===== src/rtl/usb_tx_packet_framer.sv =====
// ---------------------------------------------------------------------------
// usb_tx_packet_framer
// Turns a protocol-controller TX_Packet request (ACK / NAK / DATA) into the
// byte stream of a complete USB packet: SYNC, PID, payload pulled from the
// data buffer, inverted CRC16 (low byte first), then an EOP request to the
// bit-level serializer. Tracks the DATA0/DATA1 toggle across packets.
//
// Ports
//   clk, n_rst           clock (rising edge), async active-low reset
//   TX_Packet            request level: 0 IDLE, 1 SEND_DATA, 2 NAK, 3 ACK
//   TX_Packet_Data_Size  payload length, sampled at packet start
//   TX_Packet_Data       buffer read data, valid the cycle after the pop
//   ack_received         host ACKed the last DATA packet (pulse)
//   Get_TX_Packet_Data   buffer pop strobe (pulse)
//   tx_byte/_valid/_ready  byte handshake to the serializer
//   tx_eop / tx_eop_done EOP request, held until the serializer finishes it
//   tx_busy              high whenever a packet is in progress
//   tx_done              pulse when the packet is complete
// ---------------------------------------------------------------------------
module usb_tx_packet_framer #(
    parameter int         MAX_BYTES = 64,
    parameter logic [7:0] SYNC_BYTE = 8'h80
) (
    input  logic       clk,
    input  logic       n_rst,
    input  logic [1:0] TX_Packet,
    input  logic [6:0] TX_Packet_Data_Size,
    input  logic [7:0] TX_Packet_Data,
    input  logic       ack_received,
    output logic       Get_TX_Packet_Data,
    output logic [7:0] tx_byte,
    output logic       tx_byte_valid,
    input  logic       tx_byte_ready,
    output logic       tx_eop,
    input  logic       tx_eop_done,
    output logic       tx_busy,
    output logic       tx_done
);

    localparam logic [3:0] S_IDLE   = 4'd0;
    localparam logic [3:0] S_SYNC   = 4'd1;
    localparam logic [3:0] S_PID    = 4'd2;
    localparam logic [3:0] S_FETCH  = 4'd3;
    localparam logic [3:0] S_LOAD   = 4'd4;
    localparam logic [3:0] S_DATA   = 4'd5;
    localparam logic [3:0] S_CRC_LO = 4'd6;
    localparam logic [3:0] S_CRC_HI = 4'd7;
    localparam logic [3:0] S_EOP    = 4'd8;
    localparam logic [3:0] S_DONE   = 4'd9;

    localparam logic [1:0] PKT_IDLE = 2'd0;
    localparam logic [1:0] PKT_DATA = 2'd1;
    localparam logic [1:0] PKT_NAK  = 2'd2;

    localparam logic [6:0] MAX_CNT  = 7'(MAX_BYTES);

    // Reflected CRC16 (poly 0xA001), one byte folded in LSB first.
    function automatic logic [15:0] crc16_byte(input logic [15:0] crc_in,
                                               input logic [7:0]  data);
        logic [15:0] c;
        c = crc_in;
        for (int i = 0; i < 8; i++) begin
            if (c[0] ^ data[i]) begin
                c = (c >> 1) ^ 16'hA001;
            end else begin
                c = c >> 1;
            end
        end
        return c;
    endfunction

    logic [3:0]  state_q, state_d;
    logic [1:0]  type_q, type_d;
    logic [6:0]  count_q, count_d;
    logic [7:0]  pid_q, pid_d;
    logic [15:0] crc_q, crc_d;
    logic        armed_q, armed_d;
    logic        toggle_q, toggle_d;
    logic        last_data_q, last_data_d;
    logic [7:0]  byte_q, byte_d;
    logic        valid_q, valid_d;
    logic        get_q, get_d;
    logic        eop_q, eop_d;
    logic        busy_q, busy_d;
    logic        done_q, done_d;
    logic        xfer_s;

    assign xfer_s = valid_q && tx_byte_ready;

    // Next-state and next-output computation for the packet sequencer.
    always_comb begin
        state_d     = state_q;
        type_d      = type_q;
        count_d     = count_q;
        pid_d       = pid_q;
        crc_d       = crc_q;
        armed_d     = armed_q;
        toggle_d    = toggle_q;
        last_data_d = last_data_q;
        byte_d      = byte_q;
        valid_d     = valid_q;
        get_d       = 1'b0;
        eop_d       = eop_q;
        done_d      = 1'b0;

        // The PID was already chosen at start, so a flip here only affects later packets.
        if (ack_received && last_data_q) begin
            toggle_d = ~toggle_q;
        end else begin
            toggle_d = toggle_q;
        end

        case (state_q)
            S_IDLE: begin
                if (TX_Packet == PKT_IDLE) begin
                    armed_d = 1'b1;
                end else if (armed_q) begin
                    armed_d = 1'b0;
                    type_d  = TX_Packet;
                    count_d = (TX_Packet_Data_Size > MAX_CNT) ? MAX_CNT : TX_Packet_Data_Size;
                    case (TX_Packet)
                        PKT_DATA: pid_d = toggle_q ? 8'h4B : 8'hC3;
                        PKT_NAK:  pid_d = 8'h5A;
                        default:  pid_d = 8'hD2;
                    endcase
                    byte_d  = SYNC_BYTE;
                    valid_d = 1'b1;
                    state_d = S_SYNC;
                end else begin
                    armed_d = 1'b0;
                end
            end
            S_SYNC: begin
                if (xfer_s) begin
                    byte_d  = pid_q;
                    state_d = S_PID;
                end else begin
                    state_d = S_SYNC;
                end
            end
            S_PID: begin
                if (!xfer_s) begin
                    state_d = S_PID;
                end else if (type_q != PKT_DATA) begin
                    valid_d = 1'b0;
                    eop_d   = 1'b1;
                    state_d = S_EOP;
                end else if (count_q == 7'd0) begin
                    byte_d  = ~crc_q[7:0];
                    state_d = S_CRC_LO;
                end else begin
                    valid_d = 1'b0;
                    get_d   = 1'b1;
                    state_d = S_FETCH;
                end
            end
            S_FETCH: begin
                state_d = S_LOAD;
            end
            S_LOAD: begin
                byte_d  = TX_Packet_Data;
                crc_d   = crc16_byte(crc_q, TX_Packet_Data);
                valid_d = 1'b1;
                state_d = S_DATA;
            end
            S_DATA: begin
                if (!xfer_s) begin
                    state_d = S_DATA;
                end else if (count_q != 7'd1) begin
                    count_d = count_q - 7'd1;
                    valid_d = 1'b0;
                    get_d   = 1'b1;
                    state_d = S_FETCH;
                end else begin
                    count_d = 7'd0;
                    byte_d  = ~crc_q[7:0];
                    state_d = S_CRC_LO;
                end
            end
            S_CRC_LO: begin
                if (xfer_s) begin
                    byte_d  = ~crc_q[15:8];
                    state_d = S_CRC_HI;
                end else begin
                    state_d = S_CRC_LO;
                end
            end
            S_CRC_HI: begin
                if (xfer_s) begin
                    valid_d = 1'b0;
                    eop_d   = 1'b1;
                    state_d = S_EOP;
                end else begin
                    state_d = S_CRC_HI;
                end
            end
            S_EOP: begin
                if (tx_eop_done) begin
                    eop_d       = 1'b0;
                    done_d      = 1'b1;
                    last_data_d = (type_q == PKT_DATA);
                    state_d     = S_DONE;
                end else begin
                    state_d = S_EOP;
                end
            end
            S_DONE: begin
                crc_d   = 16'hFFFF;
                state_d = S_IDLE;
            end
            default: begin
                valid_d = 1'b0;
                eop_d   = 1'b0;
                crc_d   = 16'hFFFF;
                state_d = S_IDLE;
            end
        endcase

        busy_d = (state_d != S_IDLE);
    end

    // State and registered-output update.
    always_ff @(posedge clk or negedge n_rst) begin
        if (!n_rst) begin
            state_q     <= S_IDLE;
            type_q      <= 2'd0;
            count_q     <= 7'd0;
            pid_q       <= 8'h00;
            crc_q       <= 16'hFFFF;
            armed_q     <= 1'b1;
            toggle_q    <= 1'b0;
            last_data_q <= 1'b0;
            byte_q      <= 8'h00;
            valid_q     <= 1'b0;
            get_q       <= 1'b0;
            eop_q       <= 1'b0;
            busy_q      <= 1'b0;
            done_q      <= 1'b0;
        end else begin
            state_q     <= state_d;
            type_q      <= type_d;
            count_q     <= count_d;
            pid_q       <= pid_d;
            crc_q       <= crc_d;
            armed_q     <= armed_d;
            toggle_q    <= toggle_d;
            last_data_q <= last_data_d;
            byte_q      <= byte_d;
            valid_q     <= valid_d;
            get_q       <= get_d;
            eop_q       <= eop_d;
            busy_q      <= busy_d;
            done_q      <= done_d;
        end
    end

    assign Get_TX_Packet_Data = get_q;
    assign tx_byte            = byte_q;
    assign tx_byte_valid      = valid_q;
    assign tx_eop             = eop_q;
    assign tx_busy            = busy_q;
    assign tx_done            = done_q;

endmodule


===== config.mk =====
export PLATFORM = sky130hd
export DESIGN_NAME = usb_tx_packet_framer
export DESIGN_NICKNAME = d
export VERILOG_FILES = /design/src/rtl/usb_tx_packet_framer.sv
export SDC_FILE = /design/constraint.sdc
export NUM_CORES = 1
export LEC_CHECK = 0
export BUFFER_PORTS_ARGS = -buffer_cell sky130_fd_sc_hd__buf_2
export CAP_MARGIN = 20
export CORE_UTILIZATION = 50
export CTS_CLUSTER_DIAMETER = 200
export DETAILED_ROUTE_END_ITERATION = 12
export GPL_TIMING_DRIVEN = 1
export PLACE_DENSITY = 0.7
export SETUP_SLACK_MARGIN = 0.4
export SLEW_MARGIN = 5
export SYNTH_ARGS = -nofsm -noshare
export SYNTH_HDL_FRONTEND = slang
export SYNTH_SLANG_ARGS = --single-unit

===== constraint.sdc =====
create_clock -name clk -period 6.5 [get_ports clk]
set_clock_uncertainty 0.2 [all_clocks]
set_input_delay 0.325 -clock clk [delete_from_list [all_inputs] [get_ports clk]]
set_output_delay 0.325 -clock clk [all_outputs]
set_load 0.01 [all_outputs]

==> flow_metrics.env <==
export IMPL_status="completed"
export IMPL_firstDrtPassIters=5
export IMPL_crit_required_ps=6510
export IMPL_placed_cells_incl_taps=403
export IMPL_cts_buffers=5
export IMPL_start_util_pct=52.28
export IMPL_cts_root_buffer="clkbuf_8"
export IMPL_slowest_delay_ps=920
export IMPL_clock_latency_ps=310
export IMPL_avgViaCountPerCell=5.784
export IMPL_critical_path_startpoint_type="register"
export IMPL_wire_per_inst_um=15.29
export IMPL_synth_edf_count=0
export IMPL_io_pins=35
export IMPL_setup_slack_ps=3453
export IMPL_worstPathMaxFanout=17
export IMPL_dieArea_um2=6137
export IMPL_crit_top_cell="o21ai_0"
export IMPL_gp_congestion=0.8203
export IMPL_core_um2=5574
export IMPL_cts_tree="yes"
export IMPL_drc=0
export IMPL_fin_crit_ps=3047
export IMPL_ys_ff_latch=50
export IMPL_p_per_area_nw_per_um2=516.5
export IMPL_cp_arrival_ps=3060
export IMPL_htreeDepth=2
export IMPL_synthArstFlopShare_pct=100.0
export IMPL_drv_cap=0
export IMPL_synthToLayoutAreaGrowth_pct=10.48
export IMPL_num_vias=2383
export IMPL_clock_path_buffers=2
export IMPL_peakVddDrop_v=0.0002382
export IMPL_yosysSeqAreaShare_pct=43.67
export IMPL_clk_pin_slew_worst_paths_ps=90
export IMPL_yosysWarnings=0
export IMPL_clock_sinks=50
export IMPL_antenna_cells=0
export IMPL_grt_max_degree=51
export IMPL_layout_cells_non_filler=412
export IMPL_setup_tns_ps=0
export IMPL_leakage_uw=0.001374
export IMPL_rsz0062_at_grt="false"
export IMPL_fillers=527
export IMPL_setup_violations=0
export IMPL_grt_antenna_before_repair=0
export IMPL_crit_chain="nor4bb_1 > nor2_1 > a31oi_1 > o21ai_0 > o21ai_0"
export IMPL_critical_path_class="reg2reg"
export IMPL_syn_inst=312
export IMPL_final_util_pct=57.76
export IMPL_tightest_slew_ps=992.2
export IMPL_die_h_um=78.34
export IMPL_io_buffer_count=34
export IMPL_postRouteAntennaNets=0
export IMPL_grtUsageTotal_pct=21.92
export IMPL_hold_class="in2reg"
export IMPL_layout_drive_gt1_share_pct=23.53
export IMPL_cp_slowest_cell="nor4bb_1"
export IMPL_grt_pass1_wl_mm=10.41
export IMPL_hold_viol=0
export IMPL_grt_ovfl_total=0
export IMPL_cts_resized=0
export IMPL_synthesis_area_um2=2914
export IMPL_avgSynthCellArea_um2=9.340
export IMPL_die_w_um=78.34
export IMPL_fmax_mhz=328.2
export IMPL_finalNetCount=368
export IMPL_total_power_uw=1663
export IMPL_period_share_pct=46.87
export IMPL_wl_mm=6.301
export IMPL_drv_slew=0
export IMPL_slew_headroom_pct=32.95
export IMPL_synth_distinct_cells=54
export IMPL_drtIter0Drc=231
export IMPL_cts_setup_buffers=0
export IMPL_num_rows=27
export IMPL_end_kind="register"
export IMPL_post_dp_hpwl_mm=4.468
export IMPL_synth_ff_type="dfrtp_1"
export IMPL_synth_fp_nets=341
export IMPL_pre_cts_ws_ps=3538
export IMPL_grt_pass1_vias=2142
## worst max-delay path: cells and delay by family, from the launching register on
kind	cells	cell delay (ps)
simple gates	2	1050
flops	1	660
compound gates	3	1040
## registers in the layout (all words and copies together) (netlist names)
| register | cells |
|---|---|
| tx_eop | 1 |
| armed_q | 1 |
| tx_busy | 1 |
| state_q | 4 |
| tx_byte | 8 |
| last_data_q | 1 |
| count_q | 7 |
| pid_q | 5 |
| Get_TX_Packet_Data | 1 |
| crc_q | 16 |
| type_q | 2 |
| tx_byte_valid | 1 |
| toggle_q | 1 |
| tx_done | 1 |
## report_power, final
part / internal [uW] / switching, uW / total (uW)
Combinational: 403 / 476 / 879
Clock: 74.9 / 105 / 180
Sequential: 473 / 132 / 605
Total: 950 / 712 / 1660
## cells in the mapped netlist (2+ instances only)
cell type  number  area share (%)
a21oi_1        33             5.7
dfrtp_1        33              28
o21ai_0        31             5.3
nor2_1         30             3.9
xnor2_1        20             6.0
nand2_1        18             2.3
dfstp_2        17              15
clkbuf_1       15             1.9
mux2_2         11             4.3
inv_1           9             1.2
nor3_1          9             1.5
nand2b_1        8             1.7
ha_1            7             3.0
nand3_1         6             1.0
o22a_1          6             1.8
a22oi_1         4             1.0
nor4_1          4            0.86
a31oi_1         3            0.64
nor2b_1         3            0.64
nor3b_1         3            0.77
o211ai_1        3            0.77
xor2_1          3            0.90
a211oi_1        2            0.52
a21o_1          2            0.52
and2_1          2            0.43
buf_2           2            0.34
## path summary, 6_finish.rpt
kind | from | to | slack (ps) | cells after the start
max reg2reg | state_q[2]$_DFF_PN0_ | count_q[5]$_DFFE_PN0P_ | 3450 | 5
min reg2reg | toggle_q$_DFFE_PN0P_ | toggle_q$_DFFE_PN0P_ | 290 | 1
max in group asynchronous | n_rst | tx_byte[2]$_DFFE_PN0P_ | 5220 | 3
max | state_q[2]$_DFF_PN0_ | count_q[5]$_DFFE_PN0P_ | 3450 | 5
min in group asynchronous | n_rst | count_q[6]$_DFFE_PN0P_ | 440 | 3
min | ack_received | toggle_q$_DFFE_PN0P_ | 80 | 3
## layout make-up
type / count / area (um^2) / share of cell area, %
Clock inverter: 2 / 10.01 / 0.3109
Tap cell: 72 / 90.09 / 2.798
Sequential cell: 50 / 1272 / 39.53
Multi-Input combinational cell: 235 / 1538 / 47.77
Inverter: 9 / 33.78 / 1.049
Timing Repair Buffer: 38 / 202.7 / 6.296
Clock buffer: 6 / 72.57 / 2.254
## routing by layer
layer	wire, um	global-route usage [%]	vias to the layer above
li1	-	-	1161
met1	3124	32.28	1157
met2	2872	33.42	60
met3	236	3.488	5
met4	68	6.111	0
met5	0	0	-
## timing repair
item,CTS,global route
hold buffers,1,0
endpoints found under the setup margin,0,0
endpoints found under the hold margin,33,0
## cells by family (layout without fill, tap and decap cells)
family	after synthesis	count (layout)	share of synthesized area [%]
compound gates	100	100	21.38
mux	11	11	4.251
flops	50	50	43.67
buf+inv	27	55	3.563
simple gates	93	93	16.45
xor+xnor	24	24	7.686
fa+ha+maj	7	7	3.005
## stage by stage
step	hold slack [ps]	instance area (um^2)
finish	83.05	3219
global route	96.06	3219
CTS	84.50	3219
detailed placement	269.3	3127
global placement	267.9	3127
floorplan	-170.6	2914
## placed cells by master, fill, tap and decap left out, drive strengths merged, types with 2 or more instances in the layout
| cell | count |
|---|---|
| buf | 37 |
| dfrtp | 33 |
| a21oi | 33 |
| o21ai | 31 |
| nor2 | 31 |
| xnor2 | 20 |
| nand2 | 18 |
| dfstp | 17 |
| mux2 | 11 |
| inv | 9 |
| nor3 | 9 |
| nand2b | 8 |
| ha | 7 |
| nand3 | 6 |
| o22a | 6 |
| clkbuf | 6 |
| nor4 | 5 |
| a22oi | 4 |
| nor2b | 3 |
| a31oi | 3 |
| nor3b | 3 |
| xor2 | 3 |
| o211ai | 3 |
| a211oi | 3 |
| and2 | 2 |
| a21o | 2 |
| clkinv | 2 |
| or4 | 2 |
| a211o | 2 |
(Power assumes the default switching activity.)
